## src/rtl/cmul_seq.sv

```systemverilog
// Sequential complex multiplier: one shared fixmul over four cycles computes
// a*b (or a*conj(b)) with saturated WIDTH-bit fixed-point results.

module fixmul #(
  parameter int IN_BITS  = 19,
  parameter int OUT_BITS = 19
) (
  input  logic [IN_BITS-1:0]  a,
  input  logic [IN_BITS-1:0]  b,
  output logic [OUT_BITS-1:0] p
);
  localparam int MW   = IN_BITS - 1;
  localparam int FRAC = IN_BITS - 2;

  logic [MW-1:0]       mag_a, mag_b;
  logic [2*MW-1:0]     prod;
  logic [OUT_BITS-2:0] mag_p;
  logic                neg;

  // Sign-magnitude multiply so truncation is toward zero and zero is never negative.
  always_comb begin
    mag_a = a[IN_BITS-1] ? MW'(-a) : a[MW-1:0];
    mag_b = b[IN_BITS-1] ? MW'(-b) : b[MW-1:0];
    prod  = {{MW{1'b0}}, mag_a} * {{MW{1'b0}}, mag_b};
    mag_p = (OUT_BITS-1)'(prod >> FRAC);
    neg   = a[IN_BITS-1] ^ b[IN_BITS-1];
    p     = (neg && (mag_p != '0)) ? -{1'b0, mag_p} : {1'b0, mag_p};
  end
endmodule

module cmul_seq #(
  parameter int WIDTH = 19
) (
  input  logic             clk,
  input  logic             rst_n,
  input  logic             in_valid,
  output logic             in_ready,
  input  logic [WIDTH-1:0] a_re,
  input  logic [WIDTH-1:0] a_im,
  input  logic [WIDTH-1:0] b_re,
  input  logic [WIDTH-1:0] b_im,
  input  logic             conj_b,
  output logic             out_valid,
  input  logic             out_ready,
  output logic [WIDTH-1:0] out_re,
  output logic [WIDTH-1:0] out_im,
  output logic             busy,
  output logic [2:0]       dbg_state
);
  typedef enum logic [2:0] {IDLE, MUL0, MUL1, MUL2, MUL3, DONE} state_t;

  localparam logic [WIDTH-1:0] MOST_NEG = {1'b1, {(WIDTH-1){1'b0}}};
  localparam logic [WIDTH:0]   SAT_MAX  = {2'b00, {(WIDTH-1){1'b1}}};
  localparam logic [WIDTH:0]   SAT_MIN  = {2'b11, {(WIDTH-2){1'b0}}, 1'b1};

  state_t           state_q, state_d;
  logic [WIDTH-1:0] a_re_q, a_re_d, a_im_q, a_im_d;
  logic [WIDTH-1:0] b_re_q, b_re_d, b_im_q, b_im_d;
  logic             conj_q, conj_d;
  logic [WIDTH-1:0] p_hold_q, p_hold_d;
  logic [WIDTH-1:0] out_re_q, out_re_d, out_im_q, out_im_d;
  logic             out_valid_q, out_valid_d;
  logic [WIDTH-1:0] mul_x, mul_y, mul_p;
  logic [WIDTH:0]   p_ext, m_ext, sum_add, sum_sub;

  function automatic logic [WIDTH-1:0] clamp_op(input logic [WIDTH-1:0] v);
    return (v == MOST_NEG) ? MOST_NEG + 1'b1 : v;
  endfunction

  function automatic logic [WIDTH-1:0] sat(input logic [WIDTH:0] s);
    if ($signed(s) > $signed(SAT_MAX))      return WIDTH'(SAT_MAX);
    else if ($signed(s) < $signed(SAT_MIN)) return WIDTH'(SAT_MIN);
    else                                    return WIDTH'(s);
  endfunction

  // Operand mux depends on the state register alone.
  always_comb begin
    mul_x = '0;
    mul_y = '0;
    case (state_q)
      MUL0:    begin mul_x = a_re_q; mul_y = b_re_q; end
      MUL1:    begin mul_x = a_im_q; mul_y = b_im_q; end
      MUL2:    begin mul_x = a_im_q; mul_y = b_re_q; end
      MUL3:    begin mul_x = a_re_q; mul_y = b_im_q; end
      default: ;
    endcase
  end

  fixmul #(.IN_BITS(WIDTH), .OUT_BITS(WIDTH)) u_fixmul (
    .a(mul_x),
    .b(mul_y),
    .p(mul_p)
  );

  always_comb begin
    p_ext   = {p_hold_q[WIDTH-1], p_hold_q};
    m_ext   = {mul_p[WIDTH-1], mul_p};
    sum_add = p_ext + m_ext;
    sum_sub = p_ext - m_ext;
  end

  always_comb begin
    state_d     = state_q;
    a_re_d      = a_re_q;
    a_im_d      = a_im_q;
    b_re_d      = b_re_q;
    b_im_d      = b_im_q;
    conj_d      = conj_q;
    p_hold_d    = p_hold_q;
    out_re_d    = out_re_q;
    out_im_d    = out_im_q;
    out_valid_d = 1'b0;
    case (state_q)
      IDLE: if (in_valid) begin
        a_re_d  = clamp_op(a_re);
        a_im_d  = clamp_op(a_im);
        b_re_d  = clamp_op(b_re);
        b_im_d  = clamp_op(b_im);
        conj_d  = conj_b;
        state_d = MUL0;
      end
      MUL0: begin
        p_hold_d = mul_p;
        state_d  = MUL1;
      end
      MUL1: begin
        out_re_d = conj_q ? sat(sum_add) : sat(sum_sub);
        state_d  = MUL2;
      end
      MUL2: begin
        p_hold_d = mul_p;
        state_d  = MUL3;
      end
      MUL3: begin
        out_im_d    = conj_q ? sat(sum_sub) : sat(sum_add);
        out_valid_d = 1'b1;
        state_d     = DONE;
      end
      DONE: begin
        out_valid_d = !out_ready;
        if (out_ready) state_d = IDLE;
      end
      default: state_d = IDLE;
    endcase
  end

  always_ff @(posedge clk or negedge rst_n) begin
    if (!rst_n) begin
      state_q     <= IDLE;
      a_re_q      <= '0;
      a_im_q      <= '0;
      b_re_q      <= '0;
      b_im_q      <= '0;
      conj_q      <= 1'b0;
      p_hold_q    <= '0;
      out_re_q    <= '0;
      out_im_q    <= '0;
      out_valid_q <= 1'b0;
    end else begin
      state_q     <= state_d;
      a_re_q      <= a_re_d;
      a_im_q      <= a_im_d;
      b_re_q      <= b_re_d;
      b_im_q      <= b_im_d;
      conj_q      <= conj_d;
      p_hold_q    <= p_hold_d;
      out_re_q    <= out_re_d;
      out_im_q    <= out_im_d;
      out_valid_q <= out_valid_d;
    end
  end

  assign in_ready  = (state_q == IDLE);
  assign busy      = (state_q != IDLE);
  assign out_valid = out_valid_q;
  assign out_re    = out_re_q;
  assign out_im    = out_im_q;
  assign dbg_state = state_q;
endmodule
```

## config.mk

```make
export PLATFORM = sky130hd
export DESIGN_NAME = cmul_seq
export DESIGN_NICKNAME = d
export VERILOG_FILES = /design/src/rtl/cmul_seq.sv
export SDC_FILE = /design/constraint.sdc
export NUM_CORES = 1
export LEC_CHECK = 0
export CORE_UTILIZATION = 25
export DETAILED_ROUTE_END_ITERATION = 8
export PLACE_DENSITY_LB_ADDON = 0.08
export SETUP_SLACK_MARGIN = 0.05
export SLEW_MARGIN = 20
export SYNTH_ARGS = -nofsm -noshare
export SYNTH_HDL_FRONTEND = slang
export SYNTH_SLANG_ARGS = --single-unit
export TNS_END_PERCENT = 5
```

## constraint.sdc

```tcl
create_clock -name clk -period 12.9 [get_ports clk]
set_input_delay 2.58 -clock clk [delete_from_list [all_inputs] [get_ports clk]]
set_output_delay 2.58 -clock clk [all_outputs]
set_load 0.1 [all_outputs]
```

==> impl_metrics.tcl, run 1 <==
set metrics [dict create \
    outcome "finished clean" \
    critical_path.max_fanout 11 \
    place_hpwl_mm 63.2 \
    placeableCoreArea_mm2 0.0820 \
    globalRouteOverflowTotal 0 \
    first_iter_violations 1086 \
    filler_cell_count 8822 \
    number_of_standard_cell_rows_in_the_floorplan 105 \
    grt_use_met3_pct 2.29 \
    regToRegStartpoint "dbg_state[0]" \
    capture_point_of_the_worst_reg_to_reg_path "out_im[6]" \
    die_y_um 289 \
    finalWorstPathRequiredPeriod_ns 12.34 \
    setup_viol 0 \
    global_route.usage.total_pct 18.3 \
    detailedRoute.firstPassIterationCount 5 \
    mean_post_synth_cell_area_um2 8.67 \
    final_worst_setup_slack_ns 0.561 \
    grt_max_degree 83 \
    crit_end_element "register" \
    achievable-frequency_mhz 81.0 \
    synth-compound-area-share_pct 14.7 \
    detail_route.wl_per_cell_um 20.6 \
    timing.final.crit_share_pct 95.6 \
    postRouteAntennaNets 0 \
    hold_class "register to register" \
    grt_first_pass_wirelength_mm 115 \
    grt.met1_usage_pct 27.0 \
    antenna_violations_before_repair 2 \
    layout.nets 3080 \
    grt_pass1_vias 18500 \
    synth_cell_type_count 97 \
    final_common_cell "inv_1" \
    cts_hold_repair.buffers 0 \
    synth_enable_flop_cells 0 \
    fin_skew_ns 0.0165 \
    timing.hold.ws_ns 0.499 \
    met2_usage_pct 28.3 \
    yosysWarningCount 0 \
    synth_top_family_by_area "adder cells" \
    synth_seq_cells 138 \
    root_buffer_cell "clkbuf_16" \
    synth-adder-area-share_pct 34.0 \
    register_area_mm2 0.00346 \
    final_layout_size_suffix_gt1_share_pct 13.9 \
    cts_tree "done" \
    dieArea_mm2 0.0838 \
    via_count 18000 \
    max-clock-path-buffers 2 \
    synth-simple-area-share_pct 16.6 \
    hold_path_startpoint "out_re[18]" \
    worst_slew_margin_rel_pct 27.4 \
    worstPathRequired_ns 13.28 \
    critical_path_top_delay_cell "or4b_2" \
    setup.worst_path.start_class "register" \
    postSynth.asyncResetShare_pct 100 \
    hold_viol_final 0 \
    setup_repair_after_global_routing_missed_its_margin "no" \
    post_drt_via_cell_ratio 4.88 \
    hold_path_end "out_re[18]" \
    worstRegToRegCells 46 \
    layout.cells.most_common_list "374 x inv_1, 285 x nand2_1, 255 x fa_1" \
    pre_cts_slack_ns -0.0544 \
    cts.reportedPaths.clkPinSlew_ns 0.08 \
    die_w_um 289 \
    ys_seq_area_share_pct 16.7 \
    netlist_instances 2382 \
    top_usage_layer "met2" \
    remaining_drcs 0 \
    cts-htree-levels 4 \
    yosys-mux-area-fraction_pct 4.18 \
    worst_path_arrival_time_ns 12.71 \
    max_cap_viol_count 0 \
    timing.reg2reg.setup_slack_ns 0.56 \
    multi_input_area_mm2 0.0157 \
    synth_top_flop_cell "dfrtp_1" \
    synth_xor_area_share_pct 5.03 \
    maxSlewViolCount 0 \
    syn2layout_area_growth_pct 21.7 \
    cts_made_buffers 17 \
    clkLatencyLatePin_ns 0.48 \
    cts_sinks 138 \
    number_of_buffer_cells_added_on_primary_ports 124 \
    design.portCount 125 \
    initial_utilization_pct 25.2 \
    postSynthNetCount 2863 \
    setup.worst_path.class "register to register" \
    tightest_slew_ns 1.09 \
    routed_wl_mm 76.0 \
    hold-path-cell-count 2 \
    synthesis.area_mm2 0.0207 \
    crit_path_max_incr_delay_ns 0.65 \
    cp_common_cell "fa_1" \
    placer_s_final_routability_congestion_estimate 0.896 \
]
## worst max-delay path, delay by kind of cell (launching register included)
| family | cells | cell delay, ns |
|---|---|---|
| XOR/XNOR | 2 | 0.51 |
| AND/OR/NAND/NOR | 14 | 3.09 |
| adder cells (fa/ha/maj) | 8 | 3.84 |
| buffers and inverters | 10 | 1.18 |
| flip-flops | 1 | 0.45 |
| AO/OA/AOI/OAI | 11 | 2.78 |
| multiplexers | 1 | 0.38 |
## worst max-delay path by stage
stage / endpoint / slack [ns] / from
2_1_floorplan: out_im[11] / 0.06 / dbg_state[1]
6_report: out_im[6] / 0.56 / dbg_state[0]
4_1_cts: out_re[11] / 0.14 / dbg_state[1]
3_5_place_dp: out_re[11] / -0.05 / dbg_state[2]
5_1_grt: out_im[6] / 0.05 / dbg_state[1]
3_3_place_gp: out_re[14] / 0.07 / dbg_state[1]
## registers in the layout, indices dropped and copies added, names as in the netlist
| signal | count |
|---|---|
| a_re_q | 19 |
| dbg_state | 3 |
| out_valid | 1 |
| b_im_q | 19 |
| conj_q | 1 |
| out_re | 19 |
| a_im_q | 19 |
| p_hold_q | 19 |
| b_re_q | 19 |
| out_im | 19 |
## layer usage
layer	vias to the layer above	part of all wire, %
met4	0	1.6
met5	-	0
met2	435	45
li1	8337	-
met1	9142	49
met3	59	4.3
## cells by family (layout without fill, tap and decap cells)
| group | after synthesis | in the layout |
|---|---|---|
| AOI/OAI and AO/OA | 441 | 441 |
| xor gates and xnor gates | 112 | 112 |
| adders and majority gates | 410 | 410 |
| buffers and inverters | 471 | 701 |
| DFF | 138 | 138 |
| muxes | 77 | 77 |
| other | 0 | 2 |
| and+or+nand+nor | 733 | 733 |
## repair_timing
action	in CTS	in global routing
pin swaps	0	13
cloned	0	0
setup endpoints to repair	10	36
resized for setup	1	59
buffers inserted	0	17
## metrics by stage
step / util (%) / TNS [ns] / cell area (um2) / cells
after floorplan: - / 0 / 20700 / 2382
after global placement: 29.4 / 0 / 24100 / 3633
after detailed placement: 29.4 / -0.0768 / 24100 / 3633
after CTS: 30.2 / 0 / 24700 / 3665
after global routing: 30.7 / 0 / 25100 / 3684
final: 30.7 / 0 / 25100 / 3684
## cell usage after synthesis, types with 23 or more instances
library cell	count	area share (%)
mux2_2	74	4.0
nand3_1	28	0.68
xor2_1	37	1.6
a21oi_1	92	2.2
dfrtp_1	138	17
fa_1	255	25
nor3_1	32	0.78
ha_1	145	8.8
a21o_1	24	0.87
nor2_1	203	3.7
inv_1	374	6.8
clkbuf_1	78	1.4
a22oi_1	43	1.6
nand2_1	285	5.2
xnor2_1	71	3.0
and2_1	25	0.76
o21ai_0	89	2.2
nor2b_1	24	0.73
o211ai_1	23	0.84
## area by class of cell
class	count	area share (%)
antenna	2	0.0199
clock buffer	17	1.69
clock inverter	15	0.786
inverter	374	5.58
multi-input combinational	1773	62.5
sequential	138	13.7
tap	1070	5.32
timing repair buffer	295	10.4
Power of run 1 is left out: the tool's default activity adds up to more than one toggle a clock period on the data nets, which glitch-free logic cannot reach.
==> run 2: changes to the inputs <==
--- a/config.mk
+++ b/config.mk
@@ -7,6 +7,8 @@
 export LEC_CHECK = 0
 export CORE_UTILIZATION = 25
 export DETAILED_ROUTE_END_ITERATION = 8
+export GPL_TIMING_DRIVEN = 0
+export MAX_ROUTING_LAYER = met4
 export PLACE_DENSITY_LB_ADDON = 0.08
 export SETUP_SLACK_MARGIN = 0.05
 export SLEW_MARGIN = 20
==> impl_metrics.tcl, run 2 (synthesized netlist as in run 1, its figures left out) <==
set metrics [dict create \
    cts_tree "done" \
    detailedRoute.firstPassIterationCount 6 \
    die_y_um 289 \
    layout.nets 3097 \
    grt_pass1_vias 18600 \
    number_of_standard_cell_rows_in_the_floorplan 105 \
    postRouteAntennaNets 0 \
    setup_repair_after_global_routing_missed_its_margin "yes" \
    cts.reportedPaths.clkPinSlew_ns 0.08 \
    setup.worst_path.class "register to register" \
    maxSlewViolCount 0 \
    post_drt_via_cell_ratio 4.93 \
    clkLatencyLatePin_ns 0.48 \
    design.portCount 125 \
    final_layout_size_suffix_gt1_share_pct 16.9 \
    dieArea_mm2 0.0838 \
    cp_common_cell "fa_1" \
    timing.final.crit_share_pct 96.8 \
    tightest_slew_ns 1.05 \
    layout.cells.most_common_list "373 x inv_1, 282 x nand2_1, 254 x fa_1" \
    initial_utilization_pct 25.2 \
    routed_wl_mm 79.7 \
    antenna_violations_before_repair 3 \
    worstRegToRegCells 42 \
    place_hpwl_mm 64.9 \
    grt_first_pass_wirelength_mm 120 \
    syn2layout_area_growth_pct 26.6 \
    critical_path.max_fanout 10 \
    critical_path_top_delay_cell "or4b_2" \
    crit_path_max_incr_delay_ns 0.65 \
    worstPathRequired_ns 13.27 \
    timing.reg2reg.setup_slack_ns 0.41 \
    hold-path-cell-count 2 \
    number_of_buffer_cells_added_on_primary_ports 124 \
    global_route.usage.total_pct 19.9 \
    remaining_drcs 0 \
    placer_s_final_routability_congestion_estimate 0.907 \
    cts_made_buffers 17 \
    fin_skew_ns 0.0209 \
    crit_end_element "register" \
    achievable-frequency_mhz 80.1 \
    globalRouteOverflowTotal 0 \
    fraction_of_the_core_area_covered_by_cells_at_the_end_of_the_flow_pct 31.9 \
    first_iter_violations 1299 \
    max-clock-path-buffers 2 \
    capture_point_of_the_worst_reg_to_reg_path "out_re[6]" \
    worst_path_arrival_time_ns 12.86 \
    cts_hold_repair.buffers 0 \
    outcome "finished clean" \
    cts_sinks 138 \
    regToRegStartpoint "dbg_state[0]" \
    worst_slew_margin_rel_pct 29.5 \
    detail_route.wl_per_cell_um 21.5 \
    hold_viol_final 0 \
    timing.hold.ws_ns 0.494 \
    grt_max_degree 78 \
    critPathLaunch "dbg_state[0]" \
    via_count 18200 \
    setup_tns_final_ns 0 \
    root_buffer_cell "clkbuf_16" \
    setup.worst_path.start_class "register" \
    cts-htree-levels 4 \
    placeableCoreArea_mm2 0.0820 \
    hold_class "register to register" \
    setup_viol 0 \
    worstSetupEndpoint "out_re[6]" \
    finalWorstPathRequiredPeriod_ns 12.49 \
    final_common_cell "inv_1" \
    max_cap_viol_count 0 \
    die_w_um 289 \
]
==> run 2: critical path, delay by kind of cell, from the launching register on <==
kind	cells	cell delay [ns]
mux	1	0.39
flops	1	0.45
buf+inv	7	1.11
compound gates	12	3.14
xor+xnor	2	0.30
simple gates	12	2.91
fa+ha+maj	8	4.03
==> run 2: how the worst min path moves through the flow <==
stage	from	to	slack, ns
after CTS	out_re[18]	out_re[18]	0.50
after floorplan	a_im_q[2]	a_im_q[2]	0.47
after detailed placement	out_re[18]	out_re[18]	0.48
after global placement	out_im[18]	out_im[18]	0.48
after global routing	b_im_q[17]	b_im_q[17]	0.53
final	out_re[18]	out_re[18]	0.49
==> run 2: layout make-up <==
class | instances | area [um2]
Fill cell | 8772 | 55800
Timing Repair Buffer | 224 | 2100
Sequential cell | 138 | 3460
Tap cell | 1070 | 1340
Clock inverter | 15 | 196
Inverter | 374 | 1410
Antenna cell | 1 | 2.50
Multi-Input combinational cell | 1773 | 16700
Buffer | 88 | 538
Clock buffer | 17 | 425
==> run 2: timing repair <==
item,in CTS,in global routing
setup buffers,36,57
pin swaps,23,46
resized for setup,157,158
setup endpoints to repair,38,38
==> run 2: per-layer routing <==
metal | global-route usage (%) | vias up | part of all wire, % | wire length (um)
met2 | 30.5 | 391 | 46 | 36800
met4 | 3.90 | 0 | 1.3 | 1050
li1 | - | 8386 | - | -
met3 | 1.66 | 49 | 3.2 | 2570
met1 | 28.5 | 9419 | 49 | 39400
met5 | - | - | 0 | 0
==> run 2: stage by stage <==
| step | area, um2 | setup WS, ns | instances |
|---|---|---|---|
| final | 26200 | 0.415 | 3700 |
| after global routing | 26200 | -0.0689 | 3700 |
| after CTS | 25200 | -0.0257 | 3648 |
| after detailed placement | 23500 | -3.07 | 3583 |
| after global placement | 23200 | -3.39 | 3576 |
| after floorplan | 20700 | 0.0604 | 2382 |
Power of run 2 is left out for the same reason.
